`config.mk`:
```
export PLATFORM = sky130hd
export DESIGN_NAME = register_bank
export DESIGN_NICKNAME = d
export VERILOG_FILES = /design/src/rtl/register_bank_pkg.sv /design/src/rtl/register_cell.sv /design/src/rtl/register_bank.sv
export SDC_FILE = /design/constraint.sdc
export NUM_CORES = 1
export LEC_CHECK = 0
export ABC_AREA = 1
export CAP_MARGIN = 20
export CORE_ASPECT_RATIO = 0.6
export CORE_UTILIZATION = 25
export CTS_CLUSTER_SIZE = 20
export DETAILED_ROUTE_END_ITERATION = 16
export PLACE_DENSITY = 0.38
export SLEW_MARGIN = 20
export SYNTH_ARGS = -nofsm -noshare
export SYNTH_HDL_FRONTEND = slang
export SYNTH_SLANG_ARGS = --single-unit
```
`constraint.sdc`:
```
create_clock -name clk -period 11.45 [get_ports clk]
set_clock_uncertainty 0.05 [all_clocks]
set_input_delay 1.7175 -clock clk [delete_from_list [all_inputs] [get_ports clk]]
set_output_delay 1.7175 -clock clk [all_outputs]
set_load 0.005 [all_outputs]
```
`src/rtl/register_bank_pkg.sv`:
```
// Shared write-operation encodings and the next-value rule for register_bank.
// Used by the top whether or not REGISTER_BANK_BYPASS_EN is defined.
package register_bank_pkg;

  localparam logic [1:0] OP_LOAD      = 2'b00;
  localparam logic [1:0] OP_CLEAR     = 2'b01;
  localparam logic [1:0] OP_INVERT    = 2'b10;
  localparam logic [1:0] OP_INCREMENT = 2'b11;

  // Widest word the helper handles; callers zero-extend in and truncate out,
  // which keeps INCREMENT modulo 2^WIDTH because the carry lands above WIDTH.
  localparam int MAX_WIDTH = 1024;

  function automatic logic [MAX_WIDTH-1:0] next_value(
    input logic [1:0]           op,
    input logic [MAX_WIDTH-1:0] cur,
    input logic [MAX_WIDTH-1:0] data
  );
    logic [MAX_WIDTH-1:0] res;
    case (op)
      OP_LOAD:   res = data;
      OP_CLEAR:  res = '0;
      OP_INVERT: res = ~cur;
      default:   res = cur + MAX_WIDTH'(1);
    endcase
    return res;
  endfunction

endpackage

```
`src/rtl/register_cell.sv`:
```
// One WIDTH-bit storage word with load enable and asynchronous active-high clear.
module register_cell #(
  parameter int WIDTH = 32
) (
  input  logic             clk,
  input  logic             rst,
  input  logic             en,
  input  logic [WIDTH-1:0] d,
  output logic [WIDTH-1:0] q
);

  always_ff @(posedge clk or posedge rst) begin
    if (rst)
      q <= '0;
    else if (en)
      q <= d;
  end

endmodule

```
`src/rtl/register_bank.sv`:
```
// DEPTH x WIDTH register bank: one write port (load/clear/invert/increment), two
// combinational read ports. Define REGISTER_BANK_BYPASS_EN for write-through reads.
module register_bank
  import register_bank_pkg::*;
#(
  parameter int WIDTH = 32,
  parameter int DEPTH = 8,
  parameter int AW    = $clog2(DEPTH)
) (
  input  logic             clk,
  input  logic             rst,
  input  logic             we,
  input  logic [1:0]       wop,
  input  logic [AW-1:0]    waddr,
  input  logic [WIDTH-1:0] D,
  input  logic [AW-1:0]    raddr_a,
  input  logic [AW-1:0]    raddr_b,
  output logic [WIDTH-1:0] Q_a,
  output logic [WIDTH-1:0] Q_comp_a,
  output logic [WIDTH-1:0] Q_b,
  output logic [WIDTH-1:0] Q_comp_b,
  output logic             wr_ack
);

  logic [WIDTH-1:0] words [DEPTH];
  logic [DEPTH-1:0] wr_en;
  logic             wr_valid;
  logic [WIDTH-1:0] cur_word;
  logic [WIDTH-1:0] next_word;
  logic [WIDTH-1:0] read_a;
  logic [WIDTH-1:0] read_b;

  // An address beyond DEPTH matches no decoder output, so it is discarded here
  genvar gi;
  generate
    for (gi = 0; gi < DEPTH; gi++) begin : g_cell
      assign wr_en[gi] = we && (waddr == AW'(gi));

      register_cell #(.WIDTH(WIDTH)) u_cell (
        .clk (clk),
        .rst (rst),
        .en  (wr_en[gi]),
        .d   (next_word),
        .q   (words[gi])
      );
    end
  endgenerate

  assign wr_valid = |wr_en;

  // Out-of-range read addresses fall through to the zero default
  always_comb begin
    cur_word = '0;
    read_a   = '0;
    read_b   = '0;
    for (int i = 0; i < DEPTH; i++) begin
      if (waddr == AW'(i))
        cur_word = words[i];
      if (raddr_a == AW'(i))
        read_a = words[i];
      if (raddr_b == AW'(i))
        read_b = words[i];
    end
  end

  assign next_word = WIDTH'(next_value(wop, MAX_WIDTH'(cur_word), MAX_WIDTH'(D)));

`ifdef REGISTER_BANK_BYPASS_EN
  assign Q_a = (wr_valid && (waddr == raddr_a)) ? next_word : read_a;
  assign Q_b = (wr_valid && (waddr == raddr_b)) ? next_word : read_b;
`else
  assign Q_a = read_a;
  assign Q_b = read_b;
`endif

  assign Q_comp_a = ~Q_a;
  assign Q_comp_b = ~Q_b;

  always_ff @(posedge clk or posedge rst) begin
    if (rst)
      wr_ack <= 1'b0;
    else
      wr_ack <= wr_valid;
  end

endmodule

```
==> results.json, run 1 <==
{
  "dpl_cell_area_um2": 19800,
  "critPathKind": "in2out",
  "grt_max_degree": 144,
  "cts_max_level": 1,
  "status": "complete, no violations",
  "vias_per_cell": 5.19,
  "pin_count": 175,
  "synth-adder-area-share": 0.00146,
  "drive_above_1_share": 0.0688,
  "cp.arrival_ns": 5.08,
  "max_freq_mhz": 146,
  "holdPathStages": 2,
  "antenna_found_initial": 3,
  "path_max_fanout": 32,
  "die_h_um": 205,
  "fillers": 7257,
  "fin_setup_tns_ns": 0,
  "track_usage": 0.260,
  "drv_slew": 0,
  "synthToLayoutAreaGrowth_pct": 21.5,
  "synth_seq_cells": 257,
  "die_x_um": 340,
  "final_util": 0.311,
  "post-route-min-period_ns": 6.85,
  "slowest_stage": "a2111oi_0",
  "cts_tree": "yes",
  "first_global_vias": 18228,
  "drtIter0Drc": 2162,
  "min_from": "g_cell[4].u_cell.q[27]$_DFFE_PP0P_",
  "rows": 73,
  "synth.avg_cell_area_um2": 6.55,
  "ys.flop_type": "dfrtp_1",
  "wirelength_um": 92000,
  "diodes": 0,
  "synth_compound_area_frac": 0.179,
  "cts.repair.resized": 0,
  "startpoint_type": "input port",
  "synth_mux_area_frac": 0,
  "clock_latency_ns": 0.60,
  "reg2reg_from": "g_cell[3].u_cell.q[4]$_DFFE_PP0P_",
  "clkTransAtPathRegs_ns": 0.06,
  "clock-sinks": 257,
  "period_share": 0.598,
  "route.detailed.drc": 0,
  "holdCritPathClass": "reg2reg",
  "multi_input_area_um2": 8760,
  "regArea_um2": 6430,
  "power.leakage_nw": 9.48,
  "hpwlAfterDp_um": 62800,
  "cts_buffer_depth": 3,
  "fin_nets": 2771,
  "setup_viol": 0,
  "post_cts_buffers": 0,
  "core_um2": 67000,
  "cp.required_ns": 9.68,
  "rsz0062_at_grt": "false",
  "synthSimpleGateAreaFrac": 0.325,
  "relSlewSlack": 0.237,
  "r2r_end": "g_cell[0].u_cell.q[30]$_DFFE_PP0P_",
  "dr.pass1.iters": 6,
  "ctsRootBufferMaster": "clkbuf_16",
  "syn-instance-count": 2613,
  "ys_types": 46,
  "synth_top_family_by_area": "simple AND/OR/NAND/NOR gates",
  "syn_area_um2": 17100,
  "yosysWarnings": 0,
  "synth_edf_count": 0,
  "syn_nets": 2661,
  "postSynth.asyncResetShare": 1.00,
  "yosys.area_share.xor_xnor": 0,
  "cts_hold_buf": 0,
  "hold_viol_final": 0,
  "dieArea_um2": 69600,
  "ys_seq_area_frac": 0.376,
  "slowest_delay_ns": 0.69,
  "floorplan.initialDensity": 0.256,
  "powerDensity_nw_per_um2": 161,
  "final_cell_count_no_fill": 3646,
  "hold_end": "g_cell[4].u_cell.q[27]$_DFFE_PP0P_",
  "vias": 18925,
  "crit_path_end_kind": "output port",
  "worst_ir_drop_vdd_v": 0.000115,
  "grt_remaining_overflow": 0,
  "grt_pass1_wl_um": 132000,
  "worst_slew_pin_slew_ns": 1.14,
  "numPortBuffers": 174,
  "ff2ff_path_depth": 17,
  "cap_violations": 0,
  "cts-buffers-inserted": 30,
  "ant_nets": 0,
  "final_area_um2": 20800,
  "rrSetupSlack_ns": 8.21,
  "detail_route.wl_per_cell_um": 25.2,
  "dp.cells": 3589,
  "gp_congestion": 0.897,
  "crit_path_cell_trace": "clkdlybuf4s50_1 -> inv_1 -> nand3_1 -> buf_4 -> o22ai_1 -> a21oi_1 -> o21ai_0 -> a2111oi_0 -> o22ai_1 -> inv_1 -> clkdlybuf4s50_1"
}
[layout make-up]
class,instances,area share
clock buffer,42,0.0431
clock inverter,13,0.00469
inverter,364,0.0660
multi-input combinational,1848,0.421
sequential,257,0.309
tap,900,0.0541
timing repair buffer,222,0.102
[metrics by stage]
step                power, mW  setup WS, ns  hold WS, ns
global route             3.55          4.44        0.448
detailed placement       2.35          4.61        0.415
global placement         2.34          4.48        0.414
finish                   3.36          4.60        0.429
CTS                      3.37          4.61        0.432
floorplan                1.81          2.61        0.399
[layer usage]
layer  part of all wire  GRT usage
met1               0.46      0.373
met2               0.43      0.399
met3              0.079     0.0499
met4              0.024     0.0639
met5                  0          0
[worst max path at each step]
| stage | endpoint | from | cells after the start | slack (ns) |
|---|---|---|---|---|
| finish | Q_comp_a[30] | raddr_a[2] | 11 | 4.60 |
| global route | Q_comp_a[30] | raddr_a[2] | 11 | 4.44 |
| CTS | Q_comp_a[30] | raddr_a[2] | 11 | 4.61 |
| detailed placement | Q_comp_a[30] | raddr_a[2] | 11 | 4.61 |
| global placement | Q_comp_a[30] | raddr_a[2] | 11 | 4.48 |
| floorplan | g_cell[0].u_cell.q[0]$_DFFE_PP0P_ | rst | 1 | 2.61 |
[synth_stat cells, drive strengths merged, types with 2 or more instances]
cell       n  area (µm²)
a2111oi    5        43.8
a211oi    32         240
a21oi     87         447
a221o      4        40.0
a221oi    19         166
a22oi     20         150
a31oi     10        68.8
a32oi      2        17.5
buf       53         334
clkbuf    91         342
clkinv     5        18.8
dfrtp    257        6430
ha         2        25.0
inv      359        1350
nand2    903        3450
nand3    105         553
nand4     62         388
nor2     250         993
nor3      23         136
o211ai    21         158
o21a       2        15.0
o21ai    171         860
o221ai    27         236
o22ai     93         582
or2        5        31.3
[cell families after synthesis]
kind of cell	Yosys count
compound gates	497
fa+ha+maj	2
buf+inv	508
flops	257
simple gates	1349
[flip-flops by register name, summed over array words and instances, names as in the netlist]
register / cells
g_cell.u_cell.q: 256
wr_ack: 1
[power breakdown]
group          internal (mW)  total, mW  switching (mW)
clock network          0.567       1.02           0.450
logic                  0.399       1.07           0.674
registers               1.10       1.27           0.164
[cell usage in the layout, fill, tap and decap left out, drive strengths merged, types with 4 or more instances in the layout]
master / netlist / layout
a211oi: 32 / 32
a22oi: 20 / 20
a221oi: 19 / 19
inv: 359 / 360
nor3: 23 / 23
or2: 5 / 5
nand2: 903 / 903
clkbuf: 91 / 42
o21ai: 171 / 171
dfrtp: 257 / 257
clkinv: 5 / 16
a21oi: 87 / 87
clkdlybuf4s50: 0 / 174
o211ai: 21 / 21
o221ai: 27 / 27
buf: 53 / 48
a2111oi: 5 / 5
nor2: 250 / 250
o22ai: 93 / 93
a221o: 4 / 4
nand3: 105 / 105
a31oi: 10 / 10
nand4: 62 / 62
[critical path: cells and delay by family]
kind / cells / cell delay [ns]
compound gates: 5 / 1.40
buf+inv: 5 / 1.80
simple gates: 1 / 0.10
(Power assumes the default switching activity.)
==> inputs of run 2 (changes only) <==
clock period = 6.7 ns   (was 11.45 ns; I/O delays follow)
==> run 2 against run 1 <==
Against the previous run:
- utilization rose by 0.27 points
- power rose by 72%
- sequential power up 71%
- via count shrank 0.70%
- design area is 0.87% higher
- non-clock buffer count increased by 23
- critical endpoint is now Q_comp_b[16]
- largest cell class unchanged
==> results.json, run 2 (synthesized netlist as in run 1, its figures left out) <==
{
  "powerDensity_nw_per_um2": 275,
  "drtIter0Drc": 1678,
  "cts.repair.resized": 0,
  "cts_buffer_depth": 3,
  "grt_pass1_wl_um": 131000,
  "cts_tree": "yes",
  "clockPowerShare": 0.306,
  "hold_viol_final": 0,
  "holdCritPathClass": "reg2reg",
  "fillers": 7338,
  "largest_reg_flops": 256,
  "status": "complete, no violations",
  "largest_register": "g_cell.u_cell.q",
  "relSlewSlack": 0.220,
  "detail_route.wl_per_cell_um": 24.6,
  "antenna_found_initial": 1,
  "power.leakage_nw": 9.59,
  "track_usage": 0.257,
  "first_global_vias": 18345,
  "setup_viol": 0,
  "multi_input_area_um2": 8750,
  "clkTransAtPathRegs_ns": 0.06,
  "clock_latency_ns": 0.61,
  "max_freq_mhz": 181,
  "place_worst_setup_slack_ns": 1.16,
  "hpwlAfterDp_um": 66400,
  "rrSetupSlack_ns": 3.71,
  "drive_above_1_share": 0.0755,
  "ff2ff_path_depth": 17,
  "power_mw": 5.77,
  "startpoint_type": "input port",
  "rsz0062_at_grt": "false",
  "cap_violations": 0,
  "min_from": "g_cell[7].u_cell.q[25]$_DFFE_PP0P_",
  "die_x_um": 340,
  "clock-sinks": 257,
  "period_share": 0.824,
  "worst_ir_drop_vdd_v": 0.000195,
  "fin_nets": 2794,
  "wirelength_um": 90400,
  "pwr-share-comb": 0.318,
  "cts-buffers-inserted": 30,
  "ant_nets": 0,
  "slowest_stage": "clkdlybuf4s50_1",
  "mostFrequentLayoutCells": "nand2_1 (880), inv_1 (342), dfrtp_1 (257), nor2_1 (229), clkdlybuf4s50_1 (174)",
  "layout_commonest_cell": "nand2_1",
  "critPathKind": "in2out",
  "regArea_um2": 6430,
  "fin_ws_ns": 1.18,
  "grt_max_degree": 90,
  "drv_slew": 0,
  "path_max_fanout": 12,
  "floorplan.initialDensity": 0.256,
  "critPathBufInv": 5,
  "diodes": 0,
  "worst_slew_pin_slew_ns": 1.17,
  "crit_path_end_kind": "output port",
  "cts_hold_buf": 0,
  "p_sw_mw": 2.20,
  "core_um2": 67000,
  "dr.pass1.iters": 6,
  "dieArea_um2": 69600,
  "route.detailed.drc": 0,
  "vias_per_cell": 5.12,
  "holdPathStages": 2,
  "pin_count": 175,
  "switching_share": 0.381,
  "synthToLayoutAreaGrowth_pct": 22.6,
  "whs_ns": 0.430,
  "power_frac_seq": 0.376,
  "post-route-min-period_ns": 5.52,
  "hold_end": "g_cell[7].u_cell.q[25]$_DFFE_PP0P_",
  "cts_max_level": 1,
  "slowest_delay_ns": 0.57,
  "ctsRootBufferMaster": "clkbuf_16",
  "top_regs": "g_cell.u_cell.q (256), wr_ack (1)",
  "grt_remaining_overflow": 0,
  "crit_path_cell_trace": "clkdlybuf4s50_1 -> inv_1 -> nand2_1 -> buf_4 -> o22ai_1 -> a21oi_1 -> o21ai_0 -> a2111oi_0 -> o22ai_1 -> inv_1 -> clkdlybuf4s50_1",
  "post_cts_buffers": 0,
  "internal_power_mw": 3.57,
  "cp.required_ns": 5.64,
  "cp.arrival_ns": 4.46,
  "cp_top_family": "buffers and inverters",
  "vias": 18793,
  "reg2reg_from": "g_cell[2].u_cell.q[0]$_DFFE_PP0P_",
  "die_h_um": 205,
  "r2r_end": "g_cell[1].u_cell.q[16]$_DFFE_PP0P_",
  "fin_setup_tns_ns": 0,
  "rows": 73,
  "gp_congestion": 0.908,
  "numPortBuffers": 174
}
## run 2: cell count changes in the layout (fill, tap and decap cells not counted), sizes merged
cell / before / now
buf: 48 / 71
clkinv: 16 / 10
clkbuf: 42 / 46
clkinvlp: 0 / 2
inv: 360 / 359
## run 2: per-stage QoR
step | cell area, µm² | instances | utilization
after floorplan | 17100 | 2613 | -
after global placement | 20000 | 3614 | 0.298
after detailed placement | 20000 | 3614 | 0.298
after CTS | 21000 | 3668 | 0.313
after global routing | 21000 | 3668 | 0.314
final | 21000 | 3668 | 0.314
## run 2: layout make-up
class,instances,area share
clock inverter,8,0.00322
sequential,257,0.306
inverter,364,0.0653
tap,900,0.0536
clock buffer,46,0.0449
timing repair buffer,245,0.110
multi-input combinational,1848,0.417
## run 2: power groups by stage
stage	clock [mW]	sequential [mW]	combinational [mW]
3_5_place_dp	0	2.19	1.84
2_1_floorplan	0	2.09	0.994
6_report	1.77	2.17	1.83
4_1_cts	1.80	2.17	1.85
5_1_grt	1.86	2.22	2.03
3_3_place_gp	0	2.19	1.83
## run 2: worst min-delay path, cell delays in order, from the launching register on
cell     delay [ns]
dfrtp_1        0.34
nand2_1        0.05
nand2_1        0.05
## run 2: worst max path at each step
stage                           from                                 end  slack, ns  depth (start not counted)
final                     raddr_b[2]                        Q_comp_b[16]       1.18                         11
after global routing      raddr_a[2]                        Q_comp_a[31]       1.07                         11
after CTS                 raddr_b[2]                        Q_comp_b[16]       1.24                         11
after detailed placement    waddr[2]  g_cell[2].u_cell.q[24]$_DFFE_PP0P_       1.16                         22
after global placement      waddr[2]  g_cell[1].u_cell.q[24]$_DFFE_PP0P_       1.13                         22
after floorplan                  rst   g_cell[0].u_cell.q[0]$_DFFE_PP0P_       2.26                          1
## run 2: per-layer routing
| metal | vias to the layer above | routed length (µm) | GRT usage |
|---|---|---|---|
| met4 | 0 | 1600 | 0.0478 |
| met5 | - | 0 | 0 |
| met2 | 649 | 40300 | 0.408 |
| li1 | 8747 | - | - |
| met1 | 9298 | 42900 | 0.368 |
| met3 | 99 | 5590 | 0.0406 |
